--- src/rtl/vga_meter_overlay.sv ---
// Pixel-stream overlay that draws a horizontal power-meter bar with a white outline.
// The bar width is latched once per frame at vsync so it never tears; all outputs lag inputs by one clock.
module vga_meter_overlay #(
  parameter int unsigned BAR_X0  = 64,
  parameter int unsigned BAR_Y0  = 400,
  parameter int unsigned BAR_H   = 32,
  parameter int unsigned BAR_MAX = 512,
  parameter int unsigned THRESH  = 384
) (
  input  logic        clk,
  input  logic        reset_n,
  input  logic        in_hs,
  input  logic        in_vs,
  input  logic        in_de,
  input  logic [7:0]  in_r,
  input  logic [7:0]  in_g,
  input  logic [7:0]  in_b,
  input  logic [11:0] meter_value,
  input  logic        meter_valid,
  input  logic        overlay_en,
  output logic        out_hs,
  output logic        out_vs,
  output logic        out_de,
  output logic [7:0]  out_r,
  output logic [7:0]  out_g,
  output logic [7:0]  out_b
);

  localparam int unsigned CW = 12;
  localparam int unsigned AW = 13;
  localparam int unsigned PW = 24;

  localparam logic [CW-1:0] CNT_MAX = {CW{1'b1}};
  localparam logic [AW-1:0] X_LO    = AW'(BAR_X0);
  localparam logic [AW-1:0] X_OL    = AW'(BAR_X0) - AW'(1);
  localparam logic [AW-1:0] X_OR    = AW'(BAR_X0 + BAR_MAX);
  localparam logic [AW-1:0] Y_LO    = AW'(BAR_Y0);
  localparam logic [AW-1:0] Y_OT    = AW'(BAR_Y0) - AW'(1);
  localparam logic [AW-1:0] Y_OB    = AW'(BAR_Y0 + BAR_H);
  localparam logic [AW-1:0] MAX_W   = AW'(BAR_MAX);
  localparam logic [AW-1:0] THR_W   = AW'(THRESH);

  localparam logic [PW-1:0] RGB_WHITE = 24'hFFFFFF;
  localparam logic [PW-1:0] RGB_RED   = 24'hFF0000;
  localparam logic [PW-1:0] RGB_GREEN = 24'h00FF00;

  logic          vs_q;
  logic          de_q;
  logic [CW-1:0] x_q;
  logic [CW-1:0] y_q;
  logic [CW-1:0] pend_q;
  logic [CW-1:0] width_q;
  logic          en_q;

  logic          vs_fall_c;
  logic          de_fall_c;
  logic [CW-1:0] pend_src_c;
  logic [CW-1:0] width_nxt_c;
  logic [AW-1:0] x_c;
  logic [AW-1:0] y_c;
  logic [AW-1:0] x_end_c;
  logic          in_bar_c;
  logic          outline_c;
  logic          alarm_c;
  logic [PW-1:0] rgb_c;

  assign vs_fall_c = vs_q & ~in_vs;
  assign de_fall_c = de_q & ~in_de;

  // A strobe coinciding with vsync bypasses the pending register straight into the frame width.
  assign pend_src_c  = meter_valid ? meter_value : pend_q;
  assign width_nxt_c = (AW'(pend_src_c) > MAX_W) ? CW'(BAR_MAX) : pend_src_c;

  assign x_c     = AW'(x_q);
  assign y_c     = AW'(y_q);
  assign x_end_c = X_LO + AW'(width_q);
  assign alarm_c = (AW'(width_q) >= THR_W);

  assign in_bar_c = in_de & en_q
                  & (y_c >= Y_LO) & (y_c < Y_OB)
                  & (x_c >= X_LO) & (x_c < x_end_c);

  assign outline_c = in_de & en_q
                   & ( (((y_c == Y_OT) | (y_c == Y_OB)) & (x_c >= X_OL) & (x_c <= X_OR))
                     | (((x_c == X_OL) | (x_c == X_OR)) & (y_c >= Y_OT) & (y_c <= Y_OB)) );

  // Pixel priority: outline, then bar, then upstream.
  always_comb begin
    rgb_c = {in_r, in_g, in_b};
    if (outline_c) begin
      rgb_c = RGB_WHITE;
    end else if (in_bar_c) begin
      rgb_c = alarm_c ? RGB_RED : RGB_GREEN;
    end
  end

  always_ff @(posedge clk or negedge reset_n) begin
    if (!reset_n) begin
      vs_q <= 1'b1;
      de_q <= 1'b0;
    end else begin
      vs_q <= in_vs;
      de_q <= in_de;
    end
  end

  // Raster position counters, both saturating.
  always_ff @(posedge clk or negedge reset_n) begin
    if (!reset_n) begin
      x_q <= '0;
      y_q <= '0;
    end else begin
      if (!in_de) begin
        x_q <= '0;
      end else if (x_q != CNT_MAX) begin
        x_q <= x_q + CW'(1);
      end
      if (vs_fall_c) begin
        y_q <= '0;
      end else if (de_fall_c && (y_q != CNT_MAX)) begin
        y_q <= y_q + CW'(1);
      end
    end
  end

  always_ff @(posedge clk or negedge reset_n) begin
    if (!reset_n) begin
      pend_q  <= '0;
      width_q <= '0;
      en_q    <= 1'b0;
    end else begin
      if (meter_valid) begin
        pend_q <= meter_value;
      end
      if (vs_fall_c) begin
        width_q <= width_nxt_c;
        en_q    <= overlay_en;
      end
    end
  end

  always_ff @(posedge clk or negedge reset_n) begin
    if (!reset_n) begin
      out_hs <= 1'b1;
      out_vs <= 1'b1;
      out_de <= 1'b0;
      out_r  <= '0;
      out_g  <= '0;
      out_b  <= '0;
    end else begin
      out_hs <= in_hs;
      out_vs <= in_vs;
      out_de <= in_de;
      {out_r, out_g, out_b} <= rgb_c;
    end
  end

endmodule

--- config.mk ---
export PLATFORM = sky130hd
export DESIGN_NAME = vga_meter_overlay
export DESIGN_NICKNAME = d
export VERILOG_FILES = /design/src/rtl/vga_meter_overlay.sv
export SDC_FILE = /design/constraint.sdc
export NUM_CORES = 1
export LEC_CHECK = 0
export BUFFER_PORTS_ARGS = -buffer_cell sky130_fd_sc_hd__clkbuf_2
export CORE_ASPECT_RATIO = 2
export CORE_MARGIN = 2
export CORE_UTILIZATION = 50
export DETAILED_ROUTE_END_ITERATION = 10
export PLACE_DENSITY = 0.8
export SYNTH_ARGS = -nofsm -noshare
export SYNTH_HDL_FRONTEND = slang
export SYNTH_SLANG_ARGS = --single-unit
--- constraint.sdc ---
create_clock -name clk -period 2.55 [get_ports clk]
set_input_delay 0.255 -clock clk [delete_from_list [all_inputs] [get_ports clk]]
set_output_delay 0.255 -clock clk [all_outputs]
set_load 0.05 [all_outputs]
Word level (Yosys, flattened, before mapping)
Cells that the tools add are included.
W data, S select, Z words.
{"block": "totals", "reg_bits": 76, "in_bits": 43, "word_cells": 59}
{"block": "op_classes", "add_sub_neg": 3, "order_cmp": 10, "n_eq_ne": 7, "n_mux": 9, "n_bitwise": 17, "n_reduce_logical": 2}
{"op": "$mux W12", "count": 6}
{"op": "$mux W24", "count": 3}
{"op": "$ge A12 B9 Y1 const B", "count": 3}
{"op": "$add A12 B1 Y12 const B", "count": 2}
{"op": "$eq A12 B9 Y1 const B", "count": 2}
{"op": "$ne A12 B12 Y1 const B", "count": 2}
{"op": "$add A7 B12 Y13 const A", "count": 1}
{"op": "$lt A12 B13 Y1", "count": 1}
{"op": "$and A1 B1 Y1", "count": 12}
{"op": "$eq A12 B10 Y1 const B", "count": 1}
{"op": "$eq A12 B6 Y1 const B", "count": 1}
{"op": "$ge A12 B6 Y1 const B", "count": 1}
{"op": "$ge A12 B7 Y1 const B", "count": 1}
{"op": "$gt A12 B10 Y1 const B", "count": 1}
{"op": "$le A12 B10 Y1 const B", "count": 1}
{"op": "$le A12 B9 Y1 const B", "count": 1}
{"op": "$lt A12 B9 Y1 const B", "count": 1}
{"op": "$or A1 B1 Y1", "count": 3}
{"op": "$ne A2 B1 Y1 const B", "count": 1}
{"op": "$not A1 Y1", "count": 2}
{"op": "$reduce_bool A2 Y1", "count": 1}
{"op": "$logic_and A1 B1 Y1", "count": 1}

Depth between registers and ports, before layout
Gate-level depths: netlist (run 1).
{"block": "depth", "word_depth": 7, "ltp_mapped": 10, "mapped_depth_nobuf": 9}

Worst setup path after synthesis (run 1)
No wires, ideal clock.
{"block": "synth_path", "kind": "reg2reg", "startpoint": "reg width_q[6]", "endpoint": "reg out_g[0]", "t_arrival_ns": 2.245, "required_time_ns": 2.394, "path_slack_ns": 0.149, "path_stages_with_launch": 11, "path_buffers": 1, "period_less_slack_ns": 2.401, "path_cell_list": "dfrtp_1 -> ha_1 -> nand3_1 -> xor2_1 -> ha_1 -> a21o_1 -> a21o_1 -> a211oi_1 -> o21a_4 -> buf_6 -> o211ai_1"}
{"block": "synth_between", "elab_chain_cells": 5, "word_cells_on_any_way": 7, "cone_classes": "1 x add/sub; 2 x order compare; 3 x mux; 1 x bitwise"}
{"element": "start, declared", "line_no": "52", "text": "logic [CW-1:0] width_q;"}
{"element": "start signal, assigned", "line_no": "136", "text": "width_q <= width_nxt_c;"}
{"element": "$add A7 B12 Y13", "line_no": "76", "text": "assign x_end_c = X_LO + AW'(width_q);"}
{"element": "$lt A12 B13 Y1", "line_no": "81", "text": "& (x_c >= X_LO) & (x_c < x_end_c);"}
{"element": "$and A1 B1 Y1", "line_no": "81"}
{"element": "$mux W24 *", "line_no": "92", "text": "end else if (in_bar_c) begin"}
{"element": "$mux W24 *", "line_no": "90", "text": "if (outline_c) begin"}
{"element": "net rgb_c[8]", "line_no": "65", "text": "logic [PW-1:0] rgb_c;"}
{"element": "end signal, assigned", "line_no": "154", "text": "{out_r, out_g, out_b} <= rgb_c;"}
{"element": "end, declared", "line_no": "25", "text": "output logic [7:0] out_g,"}
The timed path passes the listed nets; every way through them passes the cells marked *.
A chain may end at the register's enable or synchronous reset.

Final worst setup path (run 1)
{"block": "layout_path", "startpoint": "reg width_q[6]", "endpoint": "reg out_r[2]"}
{"block": "layout_between", "elab_chain_cells": 5, "word_cells_on_any_way": 7, "cone_classes": "1 x add/sub; 2 x order compare; 3 x mux; 1 x bitwise"}
{"element": "$add A7 B12 Y13", "line_no": "76"}
{"element": "$lt A12 B13 Y1", "line_no": "81"}
{"element": "$and A1 B1 Y1", "line_no": "81"}
{"element": "$mux W24 *", "line_no": "92"}
{"element": "$mux W24 *", "line_no": "90"}
{"element": "net rgb_c[18]", "line_no": "65"}
{"element": "end signal, assigned", "line_no": "154"}
{"element": "end, declared", "line_no": "24", "text": "output logic [7:0] out_r,"}
Marked as above.

==> metrics.md, run 1 <==
| Metric | Value |
|---|---|
| Status | `complete, no violations` |
| Synth Warn # | `0` |
| Core area | `0.00749 mm²` |
| Largest delay contributor family on the critical path | `compound AO/OA/AOI/OAI gates` |
| Post-layout min period | `2.35 ns` |
| CTS Sinks | `76` |
| Worst path arrival time | `2.55 ns` |
| Non-filler cells, final | `549` |
| Tot Pwr | `3.03 mW` |
| TritonRoute pass-1 iters | `4` |
| Int Power | `2.27 mW` |
| Number of synthesized flops with an enable pin | `0` |
| Share of layout cells above drive strength 1 | `0.277` |
| Fin Setup TNS | `0 ns` |
| Largest net degree at the start of global routing | `77` |
| Die Span X | `65.9 µm` |
| PD cells | `653 mW/mm²` |
| FILL cells | `616` |
| Sw Share | `0.251` |
| Area of the multi-input gates | `0.00171 mm²` |
| Die Area | `0.00843 mm²` |
| Post-synthesis adder-cell area fraction | `0.0554` |
| Mapped Avg Cell Area | `10.3 µm²` |
| Largest family of logic cells by synthesized area | `simple AND/OR/NAND/NOR gates` |
| Top-Level Pins | `70` |
| Post-synth net total | `434` |
| Number of port buffers | `69` |
| Worst-margin pin slew | `0.920 ns` |
| Starting density of the core | `0.512` |
| Maximum Capacitance Violations | `0` |
| Final Hold Violating Endpoints | `0` |
| Hold Crit Class | `input pin to flop` |
| # setup viols final | `0` |
| Static Leak | `2.20 nW` |
| Number of routed nets with antenna violations | `0` |
| Largest stage delay on the critical path | `0.38 ns` |
| RSZ-0062 raised after global routing | `false` |
| Skew-Pair Late Insertion Delay | `0.33 ns` |
| CTS tree | `built` |
| Number of global-route vias before repair | `3,034` |
| Async set or reset register ratio after synthesis | `1.00` |
| Row cnt | `45` |
| Seq pwr share | `0.436` |
| Ys flop type | `dfrtp_1` |
| WL final | `8150 µm` |
| WL/cell | `14.9 µm` |
| CTS Root Cell | `clkbuf_16` |
| WHS | `0.0103 ns` |
| Crit Path Category | `flop to flop` |
| CP max FO | `12` |
| CP Launch Type | `flop` |
| Hold Path Depth | `1` |
| Crit path cell chain | `ha_1 > xnor2_1 > ha_1 > a21oi_1 > o221ai_1 > a211oi_4 > o21a_4 > o211ai_1` |
| TritonCTS Buffers | `9` |
| Rel. slew slack | `0.386` |
| Diode count | `0` |
| Synth Area in XOR/XNOR | `0.0479` |
| Layout area overhead | `20.8%` |
| Post-DP HPWL | `5760 µm` |
| GPL Wtd Cong | `0.876` |
| Unique masters post-synth | `49` |
| Compound-gate portion of the synthesized area | `0.133` |
| Critical path endpoint category | `flop` |
| Final layout net count | `510` |
| Post-Synth Simple-Gate Area | `0.161` |
| #FFs+latches synth | `76` |
| Most used cell along the critical path | `ha_1` |
| R2R cell count | `8` |
| Clock Tree Buf Depth | `2` |
| Mapped Area | `0.00384 mm²` |
| Vias per cell | `5.42` |
| Switching power | `0.760 mW` |
| Post-placement cell area | `0.00428 mm²` |
| Logic pwr share | `0.123` |
| Final instance area | `0.00463 mm²` |
| Worst path depth | `8` |
| Global-route usage over all layers | `0.216` |
| Crit-path slowest cell | `dfrtp_1` |
| Worst-path clk slew | `0.06 ns` |
| Clock power frac | `0.441` |
| VDD IR max | `0.579 mV` |
| Req. time, crit path | `2.75 ns` |
| Die H | `128 µm` |
| Clk_skew | `0.00652 ns` |
| Hold-fix buffers, CTS | `0` |
| DP Worst Slack | `-0.0266 ns` |
| Reg area | `0.00190 mm²` |
| WP buf/inv | `0` |
| Placed Instances | `531` |
| Drt drc | `0` |
| DRT iter0 DRCs | `160` |
| Final Slew Violations | `0` |
| Seq/Total Area, Yosys | `0.496` |
| Synthesized instance count | `374` |
| Utilization after layout | `0.619` |
| H-tree levels | `3` |
| Mux contribution to synthesized area | `0.0375` |
| Final period util | `0.923` |
| Fmax | `425 MHz` |
| Total global routing overflow | `0` |
| Total number of vias | `2,974` |
| First-pass GRT wire length | `14,100 µm` |
| Worst Setup Slack, final | `0.197 ns` |
| Initial antenna violation count | `0` |
area by class of cell:
type                            instances  share of cell area
Inverter                               44              0.0356
Multi-Input combinational cell        240               0.369
Tap cell                               94              0.0254
Clock inverter                          6              0.0189
Sequential cell                        76               0.411
Timing Repair Buffer                   79              0.0913
Clock buffer                           10              0.0494
state kept, by name, summed over array words and instances, names as in the netlist:
| signal | cells |
|---|---|
| en_q | 1 |
| out_de | 1 |
| x_q | 12 |
| out_vs | 1 |
| out_r | 8 |
| width_q | 12 |
| out_hs | 1 |
| out_b | 8 |
| pend_q | 12 |
| out_g | 8 |
| y_q | 12 |
cells in the final DEF, fill, tap and decap left out, types with 11 or more instances in the layout:
cell / Yosys / routed
buf_4: 0 / 11
clkbuf_2: 0 / 68
dfrtp_1: 74 / 74
ha_1: 17 / 17
inv_1: 44 / 44
mux2_2: 11 / 11
nand2_1: 18 / 18
nand3_1: 12 / 12
nor2_1: 30 / 30
o211ai_1: 26 / 26
o21ai_0: 16 / 15
xnor2_1: 12 / 12
final timing paths:
kind	slack [ns]	endpoint	from
setup / recovery	0.20	out_r[2]$_DFF_PN0_	width_q[6]$_DFFE_PN0P_
hold / removal	0.01	out_hs$_DFF_PN1_	in_hs
setup reg to reg	0.20	out_r[2]$_DFF_PN0_	width_q[6]$_DFFE_PN0P_
hold reg to reg	0.51	en_q$_DFFE_PN0P_	en_q$_DFFE_PN0P_
max in group asynchronous	1.90	out_r[4]$_DFF_PN0_	reset_n
min in group asynchronous	0.06	y_q[9]$_DFFE_PN0P_	reset_n
synthesized netlist by cell type (all sizes together) (2+ instances only):
| cell type | count | area (µm²) |
|---|---|---|
| and2 | 2 | 12.5 |
| nor2 | 30 | 113 |
| mux2i | 2 | 20.0 |
| inv | 44 | 165 |
| or3 | 3 | 20.0 |
| a21o | 2 | 15.0 |
| ha | 17 | 213 |
| xor2 | 9 | 78.8 |
| o21a | 2 | 22.5 |
| nand4 | 9 | 56.3 |
| clkbuf | 7 | 26.3 |
| nand2 | 19 | 73.8 |
| a211oi | 3 | 22.5 |
| dfstp | 2 | 52.6 |
| mux2 | 11 | 124 |
| buf | 8 | 71.3 |
| xnor2 | 12 | 105 |
| nand3 | 12 | 60.1 |
| dfrtp | 74 | 1850 |
| a31oi | 3 | 18.8 |
| nand3b | 2 | 15.0 |
| nor4 | 10 | 77.6 |
| or4 | 2 | 22.5 |
| o21ai | 21 | 124 |
| and3 | 7 | 43.8 |
| nor3 | 10 | 66.3 |
| a21oi | 10 | 50.1 |
| nor2b | 3 | 18.8 |
| o211ai | 26 | 195 |
what timing repair did:
item,4_1_cts,5_1_grt
setup buffers,0,1
endpoints found under the setup margin,12,21
gates cloned,1,0
pin swaps,1,2
endpoints found under the hold margin,0,0
gates resized for setup,2,3
per-layer routing:
metal / wire length (µm) / vias up / GRT usage
li1: - / 1461 / -
met1: 3290 / 1423 / 0.272
met2: 4320 / 78 / 0.358
met3: 371 / 12 / 0.0518
met4: 171 / 0 / 0.0792
met5: 0 / - / 0
kinds of logic (layout without fill, tap and decap cells):
| kind of cell | after synthesis | after routing |
|---|---|---|
| AO/OA/AOI/OAI | 74 | 75 |
| buffers and inverters | 59 | 139 |
| XOR/XNOR | 21 | 21 |
| flip-flops | 76 | 76 |
| AND/OR/NAND/NOR | 114 | 114 |
| adder cells (fa/ha/maj) | 17 | 17 |
| multiplexers | 13 | 13 |
power by group through the flow:
stage                     clock network (mW)  registers (mW)  logic, mW
after detailed placement                   0            1.34      0.366
after global routing                    1.40            1.33      0.414
after global placement                     0            1.34      0.355
after CTS                               1.35            1.32      0.374
final                                   1.33            1.32      0.373
after floorplan                            0            1.41      0.160
worst register-to-register path: stages, from the launching register on:
cell	delay [ns]
dfrtp_1	0.38
ha_1	0.24
xnor2_1	0.20
ha_1	0.29
a21oi_1	0.15
o221ai_1	0.20
a211oi_4	0.36
o21a_4	0.28
o211ai_1	0.11
(Power assumes the default switching activity.)
==> run 2: changes to the inputs <==
--- a/config.mk
+++ b/config.mk
@@ -10,7 +10,7 @@
 export CORE_MARGIN = 2
 export CORE_UTILIZATION = 50
 export DETAILED_ROUTE_END_ITERATION = 10
-export PLACE_DENSITY = 0.8
+export PLACE_DENSITY = 0.76
 export SYNTH_ARGS = -nofsm -noshare
 export SYNTH_HDL_FRONTEND = slang
 export SYNTH_SLANG_ARGS = --single-unit
==> run 2 against run 1 <==
Against the previous run: worst hold slack better by 0.015 ns; via count decreased by 0.13%; global-route usage fell by 1.5 points; final cell count down 0.36%; count of clock-buffer cells in the layout rose by 1.
==> metrics.md, run 2 (same netlist as run 1, synthesis figures left out) <==
| Metric | Value |
|---|---|
| Status | `complete, no violations` |
| Final layout net count | `508` |
| Req. time, crit path | `2.73 ns` |
| Crit Path Category | `flop to flop` |
| Final Slew Violations | `0` |
| Top-Level Pins | `70` |
| Post-DP HPWL | `5420 µm` |
| CTS Root Cell | `clkbuf_16` |
| First-pass GRT wire length | `13,000 µm` |
| Fmax | `408 MHz` |
| Worst Setup Slack, final | `0.0996 ns` |
| Skew-Pair Late Insertion Delay | `0.34 ns` |
| Vias per cell | `5.43` |
| Critical path endpoint category | `flop` |
| CTS tree | `built` |
| Row cnt | `45` |
| CTS Sinks | `76` |
| Placed Instances | `529` |
| PD cells | `661 mW/mm²` |
| TritonRoute pass-1 iters | `4` |
| CP max FO | `24` |
| Starting density of the core | `0.512` |
| TritonCTS Buffers | `9` |
| DRT iter0 DRCs | `109` |
| Die Area | `0.00843 mm²` |
| Clk_skew | `0.00506 ns` |
| Final instance area | `0.00461 mm²` |
| VDD IR max | `0.479 mV` |
| Total number of vias | `2,970` |
| WL/cell | `13.8 µm` |
| Clock Tree Buf Depth | `2` |
| H-tree levels | `3` |
| Worst-path clk slew | `0.06 ns` |
| Most frequent cells in the layout | `dfrtp_1, clkbuf_2, inv_1` |
| GPL Wtd Cong | `0.780` |
| Number of port buffers | `69` |
| Utilization after layout | `0.616` |
| Drt drc | `0` |
| RSZ-0062 raised after global routing | `true` |
| Post-placement cell area | `0.00426 mm²` |
| Final Hold Violating Endpoints | `0` |
| Number of routed nets with antenna violations | `0` |
| Largest net degree at the start of global routing | `77` |
| Die H | `128 µm` |
| Non-filler cells, final | `547` |
| Layout area overhead | `20.3%` |
| Hold Crit Class | `input pin to flop` |
| DP Worst Slack | `-0.0653 ns` |
| Initial antenna violation count | `0` |
| CP Launch Type | `flop` |
| Tot Pwr | `3.05 mW` |
| Post-layout min period | `2.45 ns` |
| Worst path arrival time | `2.63 ns` |
| # setup viols final | `0` |
| Rel. slew slack | `0.387` |
| Most common cell after layout, fill and taps aside | `dfrtp_1` |
| Static Leak | `2.19 nW` |
| Maximum Capacitance Violations | `0` |
| Share of layout cells above drive strength 1 | `0.269` |
| WL final | `7570 µm` |
| Number of global-route vias before repair | `2,943` |
| Global-route usage over all layers | `0.202` |
| Worst-margin pin slew | `0.919 ns` |
| Flop-to-flop setup slack | `0.1 ns` |
| Total global routing overflow | `0` |
| Diode count | `0` |
| Die Span X | `65.9 µm` |
| Core area | `0.00749 mm²` |
| Final period util | `0.961` |
run 2: stage by stage:
step | hold slack (ns) | TNS, ns
after global placement | 0.344 | -0.173
after floorplan | -0.0406 | 0
after detailed placement | 0.344 | -0.983
after global routing | 0.0185 | -0.703
after CTS | 0.0175 | 0
final | 0.0249 | 0
run 2: worst paths after layout:
path | start | end | cells after the start
worst max-delay path | width_q[6]$_DFFE_PN0P_ | out_r[7]$_DFF_PN0_ | 9
worst min-delay path | in_vs | out_vs$_DFF_PN1_ | 1
worst max register to register | width_q[6]$_DFFE_PN0P_ | out_r[7]$_DFF_PN0_ | 9
worst min register to register | en_q$_DFFE_PN0P_ | en_q$_DFFE_PN0P_ | 2
max in group asynchronous | reset_n | x_q[8]$_DFFE_PN0P_ | 1
min in group asynchronous | reset_n | y_q[7]$_DFFE_PN0P_ | 1
run 2: worst max-delay path, stage by stage, from the launching register on:
cell	delay, ns
dfrtp_1	0.37
ha_1	0.24
nand3_1	0.10
xor2_1	0.16
ha_1	0.26
a21o_1	0.18
a21o_1	0.19
a211oi_2	0.30
o21a_4	0.34
o211ai_1	0.13
run 2: cell type report:
cell class                 instances  area (µm²)
clock buffer                      11         243
clock inverter                     5        85.1
fill                             600        2870
inverter                          44         165
multi-input combinational        239        1680
sequential                        76        1900
tap                               94         118
timing repair buffer              78         418
run 2: power by group:
| group | internal [mW] | switching [mW] | total (mW) |
|---|---|---|---|
| Sequential | 1.28 | 0.0445 | 1.32 |
| Clock | 0.886 | 0.480 | 1.37 |
| Combinational | 0.131 | 0.231 | 0.362 |
| Total | 2.29 | 0.756 | 3.05 |
run 2: timing repair:
action                                  4_1_cts  5_1_grt
hold buffers                                  1        0
endpoints found under the setup margin       20       20
setup buffers                                 0        1
endpoints found under the hold margin         1        0
pin swaps                                     0        2
resized for setup                             2        0
run 2: routing by layer:
metal	track usage	share of wire	up-vias
met3	0.0430	0.041	21
li1	-	-	1456
met2	0.319	0.50	73
met1	0.250	0.42	1420
met4	0.118	0.036	0
met5	0	0	-
==> run 3: changes to the inputs <==
--- a/config.mk
+++ b/config.mk
@@ -11,6 +11,7 @@
 export CORE_UTILIZATION = 50
 export DETAILED_ROUTE_END_ITERATION = 10
 export PLACE_DENSITY = 0.76
+export RECOVER_POWER = 25
 export SYNTH_ARGS = -nofsm -noshare
 export SYNTH_HDL_FRONTEND = slang
 export SYNTH_SLANG_ARGS = --single-unit
==> run 3 against run 2 <==
Against the previous run: the flow now finishes with violations (max-capacitance violations, max-slew violations); cell area decreased by 0.11%; register-to-register slack about the same; utilization decreased by 0.067 points; sequential power about the same; via count about the same; final cell count unchanged; clock power about the same; die area unchanged; critical path depth unchanged; global-route usage unchanged; wire length about the same; first-iteration DRC count unchanged.
==> metrics.md, run 3 (same netlist as run 1, synthesis figures left out) <==
| Metric | Value |
|---|---|
| Fin Setup TNS | `0 ns` |
| WL final | `7570 µm` |
| Worst-path clk slew | `0.06 ns` |
| Crit path cell chain | `ha_1 > nand3_1 > xor2_1 > ha_1 > a21o_1 > a21o_1 > a211oi_2 > o21a_4 > o211ai_1` |
| Flop-to-flop setup slack | `0.1 ns` |
| VDD IR max | `0.479 mV` |
| Clk_skew | `0.00506 ns` |
| Critical path endpoint category | `flop` |
| Worst path arrival time | `2.63 ns` |
| Global-route usage over all layers | `0.202` |
| Largest stage delay on the critical path | `0.37 ns` |
| First-pass GRT wire length | `13,000 µm` |
| Starting density of the core | `0.512` |
| Initial antenna violation count | `0` |
| CP Launch Type | `flop` |
| Total global routing overflow | `0` |
| Static Leak | `2.18 nW` |
| Rel. slew slack | `-0.200` |
| PD cells | `661 mW/mm²` |
| Final Slew Violations | `77` |
| CTS Root Cell | `clkbuf_16` |
| Top-Level Pins | `70` |
| Fmax | `408 MHz` |
| # setup viols final | `0` |
| Post-DP HPWL | `5420 µm` |
| Total number of vias | `2,968` |
| Logic pwr share | `0.118` |
| Worst r2r src | `width_q[6]$_DFFE_PN0P_` |
| RR Endpoint | `out_r[7]$_DFF_PN0_` |
| Most frequent cells in the layout | `dfrtp_1, clkbuf_2, inv_1` |
| CTS Sinks | `76` |
| Clock Tree Buf Depth | `2` |
| Status | `complete, but fails checks` |
| Sw Share | `0.248` |
| Crit-path slowest cell | `dfrtp_1` |
| Final Hold Violating Endpoints | `0` |
| Largest net degree at the start of global routing | `77` |
| Worst-margin pin slew | `1.80 ns` |
| Drt drc | `0` |
| Die Area | `0.00843 mm²` |
| TritonCTS Buffers | `9` |
| DRT iter0 DRCs | `109` |
| Req. time, crit path | `2.73 ns` |
| Number of global-route vias before repair | `2,943` |
| Final period util | `0.961` |
| Diode count | `0` |
| Clock power frac | `0.448` |
| CTS tree | `built` |
| FILL cells | `601` |
| RSZ-0062 raised after global routing | `true` |
| Hold Path Sink | `out_vs$_DFF_PN1_` |
| Utilization after layout | `0.616` |
| Hold Crit Class | `input pin to flop` |
| Number of routed nets with antenna violations | `0` |
| Worst min-delay path startpoint | `in_vs` |
| Vias per cell | `5.43` |
| Int Power | `2.29 mW` |
| Final layout net count | `508` |
| Worst Setup Slack, final | `0.0996 ns` |
| Share of layout cells above drive strength 1 | `0.256` |
| Die H | `128 µm` |
| Crit Path Category | `flop to flop` |
| Most common cell after layout, fill and taps aside | `dfrtp_1` |
| Maximum Capacitance Violations | `1` |
| Skew-Pair Late Insertion Delay | `0.34 ns` |
| H-tree levels | `3` |
| DP Worst Slack | `-0.0653 ns` |
| Core area | `0.00749 mm²` |
| Row cnt | `45` |
| CP max FO | `24` |
| Area of the multi-input gates | `0.00168 mm²` |
| WL/cell | `13.8 µm` |
| TritonRoute pass-1 iters | `4` |
| Post-layout min period | `2.45 ns` |
| R2R cell count | `9` |
| Hold Path Depth | `1` |
| Switching power | `0.755 mW` |
| Layout area overhead | `20.2%` |
| Reg area | `0.00190 mm²` |
| Failing checks | `max-capacitance violations, max-slew violations` |
| GPL Wtd Cong | `0.780` |
| Seq pwr share | `0.434` |
| Number of port buffers | `69` |
| Die Span X | `65.9 µm` |
run 3: cell types whose count changed in the layout (fill, tap and decap cells not counted):
cell	previous run	this run
clkbuf_1	1	3
mux2_2	11	7
buf_4	9	8
clkbuf_2	68	67
mux2_1	0	4
run 3: critical path: cells and delay by family (launching register included):
kind | cells | cell delay (ns)
AOI/OAI and AO/OA | 5 | 1.14
and+or+nand+nor | 1 | 0.10
xor gates and xnor gates | 1 | 0.16
adders and majority gates | 2 | 0.50
DFF | 1 | 0.37
run 3: worst max-delay path by stage:
| stage | cells after the start | startpoint | slack, ns | endpoint |
|---|---|---|---|---|
| 5_1_grt | 9 | width_q[6]$_DFFE_PN0P_ | -0.07 | out_r[1]$_DFF_PN0_ |
| 4_1_cts | 9 | width_q[6]$_DFFE_PN0P_ | 0.06 | out_r[1]$_DFF_PN0_ |
| 3_5_place_dp | 9 | width_q[6]$_DFFE_PN0P_ | -0.07 | out_r[2]$_DFF_PN0_ |
| 6_report | 9 | width_q[6]$_DFFE_PN0P_ | 0.1 | out_r[7]$_DFF_PN0_ |
| 3_3_place_gp | 9 | width_q[6]$_DFFE_PN0P_ | -0.01 | out_r[1]$_DFF_PN0_ |
| 2_1_floorplan | 10 | width_q[6]$_DFFE_PN0P_ | 0.15 | out_g[0]$_DFF_PN0_ |
run 3: final cells by class:
| type | count | area share |
|---|---|---|
| sequential | 76 | 0.413 |
| multi-input combinational | 239 | 0.365 |
| timing repair buffer | 78 | 0.0896 |
| clock buffer | 11 | 0.0527 |
| inverter | 44 | 0.0358 |
| tap | 94 | 0.0255 |
| clock inverter | 5 | 0.0185 |
run 3: layer usage:
layer  global-route usage  vias up  wire [µm]
met3               0.0430       21        310
met2                0.319       73       3810
met4                0.118        0        276
li1                     -     1456          -
met5                    0        -          0
met1                0.250     1418       3170
run 3: through the flow:
stage | hold WS, ns | instance area (µm²) | power [mW] | instances
after CTS | 0.0175 | 4610 | 3.08 | 546
after detailed placement | 0.344 | 4260 | 1.70 | 529
after floorplan | -0.0406 | 3840 | 1.57 | 374
after global placement | 0.344 | 4260 | 1.69 | 529
after global routing | 0.0237 | 4610 | 3.18 | 547
final | 0.0259 | 4610 | 3.05 | 547
run 3: power by group through the flow:
stage	Clock (mW)	Sequential, mW	Combinational [mW]
2_1_floorplan	0	1.41	0.160
3_3_place_gp	0	1.34	0.355
3_5_place_dp	0	1.34	0.363
4_1_cts	1.39	1.32	0.370
5_1_grt	1.45	1.33	0.402
6_report	1.37	1.32	0.360
run 3: what timing repair did:
| item | CTS | global route |
|---|---|---|
| endpoints found under the setup margin | 20 | 20 |
| hold endpoints to repair | 1 | 0 |
| pin swaps | 0 | 2 |
| buffers inserted | 0 | 1 |
| resized for setup | 2 | 0 |
| hold buffers | 1 | 0 |
